**config.mk**
```make
export PLATFORM = sky130hd
export DESIGN_NAME = mod_reg_banderas_flat
export DESIGN_NICKNAME = d
export VERILOG_FILES = /design/src/rtl/mod_reg_banderas_pkg.sv /design/src/rtl/mod_reg_banderas_if.sv /design/src/rtl/mod_reg_banderas_calc.sv /design/src/rtl/mod_reg_banderas.sv /design/src/flat_wrapper.sv
export SDC_FILE = /design/constraint.sdc
export NUM_CORES = 1
export LEC_CHECK = 0
export CORE_MARGIN = 3
export CORE_UTILIZATION = 49
export CTS_BUF_LIST = sky130_fd_sc_hd__clkbuf_4 sky130_fd_sc_hd__clkbuf_8 sky130_fd_sc_hd__clkbuf_16
export DETAILED_ROUTE_END_ITERATION = 8
export PLACE_DENSITY = 0.79
export REMOVE_ABC_BUFFERS = 1
export SLEW_MARGIN = 0
export SYNTH_ARGS = -nofsm -noshare
export SYNTH_HDL_FRONTEND = slang
export SYNTH_SLANG_ARGS = --single-unit
```
**constraint.sdc**
```tcl
create_clock -name clk -period 1.85 [get_ports clk]
set_clock_uncertainty 0.2 [all_clocks]
set_input_delay 0.37 -clock clk [delete_from_list [all_inputs] [get_ports clk]]
set_output_delay 0.37 -clock clk [all_outputs]
set_load 0.1 [all_outputs]
```
**src/rtl/mod_reg_banderas_pkg.sv**
```systemverilog
// rtl/mod_reg_banderas_pkg.sv - shared constants for the flag register skid buffer
package mod_reg_banderas_pkg;

  localparam int ANCHO_DEF = 6;

  localparam int BIT_ZF = 0;
  localparam int BIT_SF = 1;
  localparam int BIT_CF = 2;
  localparam int BIT_OF = 3;

  localparam logic [1:0] VACIO = 2'd0;
  localparam logic [1:0] UNO   = 2'd1;
  localparam logic [1:0] LLENO = 2'd2;

  typedef logic [3:0] banderas_t;

endpackage

```
**src/rtl/mod_reg_banderas_if.sv**
```systemverilog
// rtl/mod_reg_banderas_if.sv - upstream/downstream handshake bundle
interface mod_reg_banderas_if
  import mod_reg_banderas_pkg::*;
#(
  parameter int ANCHO = ANCHO_DEF
);
  logic             in_valid;
  logic             in_ready;
  logic [ANCHO-1:0] resultado;
  logic             acarreo;
  logic             desborde;
  logic             out_valid;
  logic             out_ready;
  logic [ANCHO-1:0] out_resultado;
  banderas_t        out_banderas;

  modport slave (
    input  in_valid, resultado, acarreo, desborde, out_ready,
    output in_ready, out_valid, out_resultado, out_banderas
  );

  modport master (
    output in_valid, resultado, acarreo, desborde, out_ready,
    input  in_ready, out_valid, out_resultado, out_banderas
  );
endinterface

```
**src/rtl/mod_reg_banderas_calc.sv**
```systemverilog
// rtl/mod_reg_banderas_calc.sv - combinational {OF,CF,SF,ZF} from an ALU word
module mod_calc_banderas
  import mod_reg_banderas_pkg::*;
#(
  parameter int ANCHO = ANCHO_DEF
) (
  input  logic [ANCHO-1:0] i_resultado,
  input  logic             i_acarreo,
  input  logic             i_desborde,
  output banderas_t        o_banderas
);

  always_comb begin
    o_banderas         = '0;
    o_banderas[BIT_ZF] = (i_resultado == '0);
    o_banderas[BIT_SF] = i_resultado[ANCHO-1];
    o_banderas[BIT_CF] = i_acarreo;
    o_banderas[BIT_OF] = i_desborde;
  end

endmodule

```
**src/rtl/mod_reg_banderas.sv**
```systemverilog
// rtl/mod_reg_banderas.sv - 2-entry skid buffer for ALU words with flags, sticky flags and transfer count
module mod_reg_banderas
  import mod_reg_banderas_pkg::*;
#(
  parameter int ANCHO    = ANCHO_DEF,
  parameter int CONTEO_W = 8
) (
  input  logic                clk,
  input  logic                rst_n,
  mod_reg_banderas_if.slave   bus,
  input  logic                limpiar,
  output logic [3:0]          pegajosas,
  output logic [CONTEO_W-1:0] conteo
);

  logic [1:0]          r_estado;
  logic                r_in_ready;
  logic                r_out_valid;
  logic [ANCHO-1:0]    r_pri_res;
  banderas_t           r_pri_ban;
  logic [ANCHO-1:0]    r_sec_res;
  banderas_t           r_sec_ban;
  banderas_t           r_pegajosas;
  logic [CONTEO_W-1:0] r_conteo;

  logic                w_in_xfer;
  logic                w_out_xfer;
  banderas_t           w_ban_nueva;
  logic [1:0]          w_estado_sig;

  mod_calc_banderas #(.ANCHO(ANCHO)) u_calc (
    .i_resultado (bus.resultado),
    .i_acarreo   (bus.acarreo),
    .i_desborde  (bus.desborde),
    .o_banderas  (w_ban_nueva)
  );

  assign w_in_xfer  = bus.in_valid && r_in_ready;
  assign w_out_xfer = r_out_valid && bus.out_ready;

  always_comb begin
    w_estado_sig = r_estado;
    case (r_estado)
      VACIO: if (w_in_xfer) w_estado_sig = UNO;
      UNO: begin
        if (w_in_xfer && !w_out_xfer)      w_estado_sig = LLENO;
        else if (!w_in_xfer && w_out_xfer) w_estado_sig = VACIO;
      end
      LLENO: if (w_out_xfer) w_estado_sig = UNO;
      default: w_estado_sig = VACIO;
    endcase
  end

  // Handshake outputs are registered copies of the next state so they never glitch.
  always_ff @(posedge clk or negedge rst_n) begin
    if (!rst_n) begin
      r_estado    <= VACIO;
      r_in_ready  <= 1'b0;
      r_out_valid <= 1'b0;
      r_pri_res   <= '0;
      r_pri_ban   <= '0;
      r_sec_res   <= '0;
      r_sec_ban   <= '0;
    end else begin
      r_estado    <= w_estado_sig;
      r_in_ready  <= (w_estado_sig != LLENO);
      r_out_valid <= (w_estado_sig != VACIO);
      case (r_estado)
        VACIO: begin
          if (w_in_xfer) begin
            r_pri_res <= bus.resultado;
            r_pri_ban <= w_ban_nueva;
          end
        end
        UNO: begin
          if (w_in_xfer && w_out_xfer) begin
            r_pri_res <= bus.resultado;
            r_pri_ban <= w_ban_nueva;
          end else if (w_in_xfer) begin
            r_sec_res <= bus.resultado;
            r_sec_ban <= w_ban_nueva;
          end
        end
        LLENO: begin
          if (w_out_xfer) begin
            r_pri_res <= r_sec_res;
            r_pri_ban <= r_sec_ban;
          end
        end
        default: ;
      endcase
    end
  end

  // A clear coinciding with a transfer restarts accounting with that word included.
  always_ff @(posedge clk or negedge rst_n) begin
    if (!rst_n) begin
      r_pegajosas <= '0;
      r_conteo    <= '0;
    end else if (limpiar) begin
      r_pegajosas <= w_out_xfer ? r_pri_ban : '0;
      r_conteo    <= w_out_xfer ? CONTEO_W'(1) : '0;
    end else if (w_out_xfer) begin
      r_pegajosas <= r_pegajosas | r_pri_ban;
      if (r_conteo != {CONTEO_W{1'b1}}) r_conteo <= r_conteo + CONTEO_W'(1);
    end
  end

  assign bus.in_ready      = r_in_ready;
  assign bus.out_valid     = r_out_valid;
  assign bus.out_resultado = r_pri_res;
  assign bus.out_banderas  = r_pri_ban;
  assign pegajosas         = r_pegajosas;
  assign conteo            = r_conteo;

endmodule

```
**src/flat_wrapper.sv**
```systemverilog
// flat-port wrapper written by rule: the top's interface ports become plain ports
module mod_reg_banderas_flat import mod_reg_banderas_pkg::*;
#(
  parameter int ANCHO    = ANCHO_DEF,
  parameter int CONTEO_W = 8
)
  (clk, rst_n, limpiar, pegajosas, conteo, bus_in_valid, bus_resultado, bus_acarreo, bus_desborde, bus_out_ready, bus_in_ready, bus_out_valid, bus_out_resultado, bus_out_banderas);
  mod_reg_banderas_if #(.ANCHO(ANCHO)) bus_i ();
  input  logic clk;
  input  logic rst_n;
  input  logic limpiar;
  output logic [3:0] pegajosas;
  output logic [CONTEO_W-1:0] conteo;
  input wire logic [$bits(bus_i.in_valid)-1:0] bus_in_valid;
  input wire logic [$bits(bus_i.resultado)-1:0] bus_resultado;
  input wire logic [$bits(bus_i.acarreo)-1:0] bus_acarreo;
  input wire logic [$bits(bus_i.desborde)-1:0] bus_desborde;
  input wire logic [$bits(bus_i.out_ready)-1:0] bus_out_ready;
  output wire logic [$bits(bus_i.in_ready)-1:0] bus_in_ready;
  output wire logic [$bits(bus_i.out_valid)-1:0] bus_out_valid;
  output wire logic [$bits(bus_i.out_resultado)-1:0] bus_out_resultado;
  output wire logic [$bits(bus_i.out_banderas)-1:0] bus_out_banderas;
  assign bus_i.in_valid = bus_in_valid;
  assign bus_i.resultado = bus_resultado;
  assign bus_i.acarreo = bus_acarreo;
  assign bus_i.desborde = bus_desborde;
  assign bus_i.out_ready = bus_out_ready;
  assign bus_in_ready = bus_i.in_ready;
  assign bus_out_valid = bus_i.out_valid;
  assign bus_out_resultado = bus_i.out_resultado;
  assign bus_out_banderas = bus_i.out_banderas;
  mod_reg_banderas #(.ANCHO(ANCHO), .CONTEO_W(CONTEO_W)) u_core (.clk(clk), .rst_n(rst_n), .bus(bus_i), .limpiar(limpiar), .pegajosas(pegajosas), .conteo(conteo));
endmodule
```
# ---- After elaboration in Yosys (flattened, before gate mapping)
# Index checks and enable logic that the tools add are counted.
dict set report totals {
  ff_bits 36
  out_inout_bits 24
  elab_cells 55
}
dict set report classes {
  n_addsub 1
  n_eq_ne 7
  muxes 20
  bitwise_logic 2
  n_reduce_logical 16
}
# op count
set op_table {}
lappend op_table {{$mux W4} 6}
lappend op_table {{$mux W8} 3}
lappend op_table {{$mux W6} 3}
lappend op_table {{$pmux W6 S3} 1}
lappend op_table {{$pmux W4 S3} 1}
lappend op_table {{$add A8 B1 Y8 const B} 1}
lappend op_table {{$mux W2} 4}
lappend op_table {{$ne A8 B8 Y1 const B} 1}
lappend op_table {{$logic_not A6 Y1} 1}
lappend op_table {{$ne A2 B1 Y1 const B} 3}
lappend op_table {{$pmux W2 S3} 1}
lappend op_table {{$reduce_bool A2 Y1} 3}
lappend op_table {{$logic_and A1 B1 Y1} 5}
lappend op_table {{$or A4 B4 Y4} 1}
lappend op_table {{$reduce_and A4 Y1} 1}
lappend op_table {{$reduce_and A3 Y1} 1}
lappend op_table {{$reduce_bool A3 Y1} 1}
lappend op_table {{$eq A2 B1 Y1 const B} 1}
lappend op_table {{$eq A2 B2 Y1 const B} 1}
lappend op_table {{$logic_not A1 Y1} 2}
lappend op_table {{$logic_not A2 Y1} 1}
lappend op_table {{$ne A2 B2 Y1 const B} 1}
lappend op_table {{$reduce_and A2 Y1} 1}
lappend op_table {{$mux W1} 1}
lappend op_table {{$not A1 Y1} 1}

# ---- Longest topological paths before layout
# Gate-level depths: netlist of the first run.
dict set report logic_depth {
  ltp_word 7
  depth_mapped 6
}

# ---- By module
# From an unflattened synthesis of the first run, not the netlist that was laid out.
dict set report hier_totals {
  cells_unflattened 127
  area_unflattened_um2 1677.9
}
# mod instances cells_each area_each_um2 seq_area_each_um2
set by_module_without_submodules {}
lappend by_module_without_submodules {mod_reg_banderas 1 122 1637.8 900.9}
lappend by_module_without_submodules {mod_calc_banderas 1 5 40.0 0.0}

# ---- Worst setup path before layout of the first run
# Ideal clock, no wire load.
dict set report synth_timing {
  path_kind {flip-flop to flip-flop}
  start {register u_core.r_conteo[0] (netlist: u_core.conteo[0])}
  end {register u_core.r_conteo[4] (netlist: u_core.conteo[4])}
  setup_time_ns 0.131
  arrival_time_ns 1.941
  t_required_ns 1.519
  slack_ns -0.422
  path_stages_with_launch 6
  path_buffers 0
  cell_sequence {dfrtp_1 -> ha_1 -> nand4_1 -> a211oi_1 -> xnor2_1 -> nor2_1}
}
dict set report synth_via {
  elab_chain_cells 4
  word_cells_on_any_way 7
  classes_between {add/sub: 1; eq/ne: 1; mux: 3; reduce/logical: 2}
}
# element line_no
set synth_rtl {}
lappend synth_rtl {{start: declaration} mod_reg_banderas.sv:24} ;# logic [CONTEO_W-1:0] r_conteo;
lappend synth_rtl {{start signal: assignment} mod_reg_banderas.sv:102} ;# r_conteo <= w_out_xfer ? CONTEO_W'(1) : '0;
lappend synth_rtl {{start signal: assignment} mod_reg_banderas.sv:105} ;# if (r_conteo != {CONTEO_W{1'b1}}) r_conteo <= r_conteo + CONTEO_W'(1);
lappend synth_rtl {{$add A8 B1 Y8} mod_reg_banderas.sv:105}
lappend synth_rtl {{$mux W8} mod_reg_banderas.sv:105}
lappend synth_rtl {{$mux W8} mod_reg_banderas.sv:103} ;# end else if (w_out_xfer) begin
lappend synth_rtl {{$mux W8} mod_reg_banderas.sv:100} ;# end else if (limpiar) begin
# Parallel ways exist; a longest one is shown, timed or not. The select of a mux whose other input is x is not followed.
# A chain may end at the register's enable or synchronous reset.

# ---- Worst setup path after layout of the first run
dict set report layout_timing {
  start {input port bus_out_ready}
  end {register u_core.r_conteo[5] (netlist: u_core.conteo[5])}
}
dict set report layout_via {
  elab_chain_cells 3
}
# element line_no
set layout_rtl {}
lappend layout_rtl {{start: declaration} flat_wrapper.sv:18} ;# input wire logic [$bits(bus_i.out_ready)-1:0] bus_out_ready;
lappend layout_rtl {{$logic_and A1 B1 Y1} mod_reg_banderas.sv:39} ;# assign w_out_xfer = r_out_valid && bus.out_ready;
lappend layout_rtl {{$reduce_bool A2 Y1 (no source line)} n/a}
lappend layout_rtl {{$reduce_and A2 Y1 (no source line)} n/a}
# Every way passes these cells.

==> results of run 1 <==
-- timing repair --
action	in CTS	in global routing
hold buffers	0	0
resized for setup	0	1
setup endpoints to repair	0	1
buffers inserted	0	0
-- final timing paths --
kind,start,end,slack [ns],cells past startpoint
worst min register to register,u_core.r_sec_ban[2],u_core.r_sec_ban[2],0.30,1
worst max register to register,u_core.conteo[0],u_core.conteo[5],0.09,5
min in group clk,u_core.r_sec_ban[2],u_core.r_sec_ban[2],0.30,1
worst max-delay path,bus_out_ready,u_core.conteo[5],0.08,5
worst min-delay path,rst_n,u_core.pegajosas[1],0.23,2
max in group asynchronous,rst_n,u_core.conteo[4],0.90,2
-- metal layers --
metal / up-vias / GRT usage / wire, um
met5: - / 0 / 0
met4: 0 / 0.0744 / 69
met3: 11 / 0.0719 / 208
li1: 621 / - / -
met2: 46 / 0.382 / 1980
met1: 648 / 0.245 / 1470
-- worst max-delay path: stages --
cell             delay (ns)
clkdlybuf4s50_1        0.49
and2_1                 0.30
nand2_2                0.12
or4_1                  0.41
a21oi_1                0.16
-- cells in the mapped netlist, types with 2 or more instances --
cell type	count	area, sq um
nor2_1	14	52.6
nand4_1	2	12.5
mux2i_1	10	100
nand2_1	12	45.0
o21ai_0	7	35.0
nor3_1	5	25.0
inv_1	6	22.5
nand3_1	2	10.0
buf_4	2	15.0
dfrtp_1	34	851
a21oi_1	14	70.1
mux2_1	2	22.5
mux2_2	7	78.8
or4_1	2	15.0
-- area by class of cell --
cell class                 instances  share of cell area
sequential                        34               0.354
inverter                           6             0.00936
tap                               42              0.0218
timing repair buffer              58               0.323
clock buffer                       7              0.0218
multi-input combinational         97               0.270
-- state kept, by name, summed over array words and instances (netlist names) --
signal,count
u_core.conteo,8
u_core.bus.out_valid,1
u_core.r_estado,2
u_core.bus.out_banderas,4
u_core.bus.out_resultado,5
u_core.r_sec_ban,4
u_core.pegajosas,4
u_core.bus.in_ready,1
u_core.r_sec_res,5
-- kinds of logic (layout without fill, tap and decap cells) --
logic type | count (synthesis) | count (layout) | share of synthesized area
adder cells (fa/ha/maj) | 1 | 1 | 0.00803
buffers and inverters | 12 | 71 | 0.0401
AND/OR/NAND/NOR | 47 | 47 | 0.152
flip-flops | 34 | 34 | 0.546
XOR/XNOR | 2 | 2 | 0.0112
multiplexers | 19 | 19 | 0.129
AO/OA/AOI/OAI | 28 | 28 | 0.113
-- through the flow --
step	setup slack (ns)	area, sq um
global placement	-0.198	2350
CTS	0.0942	2400
finish	0.0785	2410
global route	0.0157	2410
floorplan	-0.432	1520
detailed placement	-0.260	2350
==> results.tsv, run 1 <==
metric	value	unit
TritonRoute pass-1 iters	4	
clock root cell	clkbuf_4	
row count	19	
Detail Placement HPWL	2.81	mm
chip height	62.4	um
top fanout value on the critical path	6	
die width	62.4	um
Clock Latency Late Sink	0.34	ns
share of cells above drive strength 1	0.317	
Synth cell types	38	
worst-case clock buffer depth	2	
Seq. cell area	851	sq um
largest net degree at the start of global routing	35	
Worst Path Arrival	1.84	ns
post-route clock period utilization	0.958	
critical path capture point type	register	
fin util	0.830	
number of enable flip-flop cells after synthesis	0	
sequential fraction of the synthesis area	0.546	
Sum Neg Setup Slack	0	ns
clock-pin slew on the worst setup and hold paths	0.10	ns
worst hold path class	in2async	
count of buffers from port buffering	36	
commonest cells after routing, fill and taps aside	34 x dfrtp_1, 25 x buf_12, 21 x buf_4	
CTS sink count	34	
H-tree depth	2	
status	completed	
post-synth design cell area	1560	sq um
Relative slew margins	0.708	
FILL cells	188	
WS Path Type	in2reg	
Initial DRC Count	55	
Via-to-Cell Ratio	5.43	
Area Overhead vs Synth	54.5	%
asr flop ratio synth	1.00	
RePlAce Congestion	0.901	
Worst Hold Slack	0.233	ns
RSZ-0062 raised after global routing	false	
Final Hold Fails	0	
Avg Synthesized Cell Area	10.9	sq um
Slew Limit Fails	0	
initial core utilization	0.537	
area occupied by multi-input gates	649	sq um
drt wl/cell	15.3	um
antenna viol nets, final	0	
fmax	564	MHz
routed via count	1326	
vias in the first global route	1360	
grt total ovfl	0	
Ports	37	
die area	3890	sq um
Worst Setup Start Kind	input port	
DR DRC count	0	
gr usage total	0.216	
post-synthesis register bit count	34	
crit path time final	1.77	ns
CTS tree	built	
Nets	216	
Setup Viol. Count Final	0	
Syn Inst Count	143	
Max-Cap Viols	0	
ant diodes	0	
final cell count without fillers	244	
Worst Max-Slew Pin Slew	0.438	ns
initial antenna violation count	0	
Inst Count DP	237	
commonest non-fill, non-tap cell in the layout	dfrtp_1	
total CTS buffers	5	
Ys Warns	0	
final wirelength	3.73	mm
WP data required	1.92	ns
core outline area	2900	sq um
Primary FF master, synth	dfrtp_1	
first-pass GRT wire length	6.53	mm
Power of run 1 is not shown: default switching activity piles up to over one toggle a cycle in this logic, so the estimate is an artifact.
==> run 2, diff against run 1 <==
- CORE_MARGIN: 3 -> 8
- CORE_UTILIZATION: 49 -> 50
- PLACE_DENSITY: 0.79 -> 0.8
- clock period: 1.85 -> 2.2 ns (I/O delays scaled with it)
==> run 2 against run 1 <==
Routed wire length shrank 7.4%. First-iteration DRC count grew 55%. Non-clock buffer count shrank 14. Register-to-register slack gained 0.23 ns. Sequential cell count is the same. Cell area shrank 11%. Worst setup slack gained 0.24 ns. Critical path type is now reg2reg. Highest routed layer unchanged.
==> results.tsv, run 2 (same netlist as run 1, synthesis figures left out) <==
metric	value	unit	change
status	completed		unchanged
GRT busiest layer	met2		unchanged
r2r setup slk	0.32	ns	was 0.09 ns
WP data required	2.26	ns	was 1.92 ns
Ports	37		unchanged
Post-CTS Hold Buffers	0		unchanged
CP Capture Point	u_core.conteo[5]		unchanged
Initial DRC Count	85		was 55
CTS sink count	34		unchanged
first-pass GRT wire length	5.91	mm	was 6.53 mm
CTS tree	built		unchanged
Worst Path Arrival	1.95	ns	was 1.84 ns
Final Hold Fails	0		unchanged
clock-pin slew on the worst setup and hold paths	0.11	ns	was 0.10 ns
M2 GR Usage	0.243		was 0.382
Worst Max-Slew Pin Slew	0.420	ns	was 0.438 ns
Detail Placement HPWL	2.64	mm	was 2.81 mm
H-tree depth	2		unchanged
post-cts resize count	0		unchanged
commonest cells after routing, fill and taps aside	34 x dfrtp_1, 21 x buf_4, 14 x a21oi_1, 14 x nor2_1		was 34 x dfrtp_1, 25 x buf_12, 21 x buf_4
Worst Setup Start Kind	register		was input port
core outline area	3000	sq um	was 2900 sq um
Reg-to-Reg Start	u_core.conteo[0]		unchanged
gr usage total	0.146		was 0.216
share of cells above drive strength 1	0.265		was 0.317
Via-to-Cell Ratio	5.65		was 5.43
TritonRoute pass-1 iters	4		unchanged
FILL cells	227		was 188
RR Endpoint	u_core.conteo[5]		unchanged
WS Path Type	reg2reg		was in2reg
Nets	202		was 216
grt met1 use	0.160		was 0.245
DR DRC count	0		unchanged
commonest non-fill, non-tap cell in the layout	dfrtp_1		unchanged
number of flip-flops in the largest register	8		unchanged
total CTS buffers	5		unchanged
Max-Cap Viols	0		unchanged
worst hold path class	in2async		unchanged
chip height	71.8	um	was 62.4 um
fmax	531	MHz	
worst-case clock buffer depth	2		unchanged
Post-CTS Setup Bufs	0		unchanged
ant diodes	0		unchanged
Relative slew margins	0.720		was 0.708
Worst Hold Slack	0.291	ns	was 0.233 ns
largest net degree at the start of global routing	35		unchanged
die area	5160	sq um	was 3890 sq um
final wirelength	3.45	mm	was 3.73 mm
post-route clock period utilization	0.856		
Clock Latency Late Sink	0.34	ns	about the same
RSZ-0062 raised after global routing	false		unchanged
Final Cell Area	2130	sq um	was 2410 sq um
row count	20		was 19
drt wl/cell	15.6	um	was 15.3 um
antenna viol nets, final	0		unchanged
Placed Area	2060	sq um	was 2350 sq um
met3 GRT Util	0.0446		was 0.0719
Slew Limit Fails	0		unchanged
top fanout value on the critical path	5		was 6
count of buffers from port buffering	36		unchanged
initial core utilization	0.519		was 0.537
clock root cell	clkbuf_4		unchanged
RePlAce Congestion	0.812		was 0.901
R2R cell count	5		unchanged
die width	71.8	um	was 62.4 um
grt total ovfl	0		unchanged
crit path from	u_core.conteo[0]		was bus_out_ready
vias in the first global route	1314		was 1360
Area Overhead vs Synth	37.0	%	was 54.5%
initial antenna violation count	0		unchanged
routed via count	1254		was 1326
crit path time final	1.88	ns	
Setup Viol. Count Final	0		unchanged
critical path capture point type	register		unchanged
run 2: cell types whose count changed in the layout (fill, tap and decap cells not counted):
cell / previous run / this run
buf_12: 25 / 11
bufinv_16: 0 / 1
clkbuf_4: 7 / 5
clkinv_2: 0 / 2
nor3_1: 4 / 5
nor3_2: 1 / 0
run 2: metal layers:
metal / part of all wire / up-vias
met1: 0.45 / 609
met4: 0.016 / 0
met3: 0.050 / 6
met5: 0 / -
met2: 0.49 / 45
li1: - / 594
run 2: stage by stage:
step / std cells / worst slack [ns] / utilization / TNS (ns)
final: 222 / 0.317 / 0.711 / 0
after floorplan: 137 / -0.0817 / - / -0.400
after detailed placement: 214 / 0.0229 / 0.685 / 0
after global routing: 222 / 0.243 / 0.711 / 0
after CTS: 222 / 0.314 / 0.711 / 0
after global placement: 214 / 0.0753 / 0.685 / 0
run 2: final cells by class:
type                       instances  area [sq um]  share of cell area
clock inverter                     3          40.0              0.0188
timing repair buffer              44           498               0.233
clock buffer                       5          37.5              0.0176
inverter                           6          22.5              0.0106
sequential                        34           851               0.399
tap                               33          41.3              0.0193
multi-input combinational         97           644               0.302
run 2: worst min path at each step:
stage / from / to / slack, ns
global placement: u_core.r_sec_ban[2] / u_core.r_sec_ban[2] / 0.27
global route: rst_n / u_core.conteo[6] / 0.31
CTS: rst_n / u_core.conteo[6] / 0.30
floorplan: rst_n / u_core.bus.in_ready / -0.06
finish: rst_n / u_core.bus.out_banderas[3] / 0.29
detailed placement: u_core.r_sec_ban[2] / u_core.r_sec_ban[2] / 0.28
run 2: critical path: stages (launching register included):
cell,delay [ns]
dfrtp_1,0.46
ha_1,0.28
nand3_1,0.12
nor2_1,0.09
or4_1,0.49
a21oi_1,0.16
Power of run 2 is left out for the same reason.
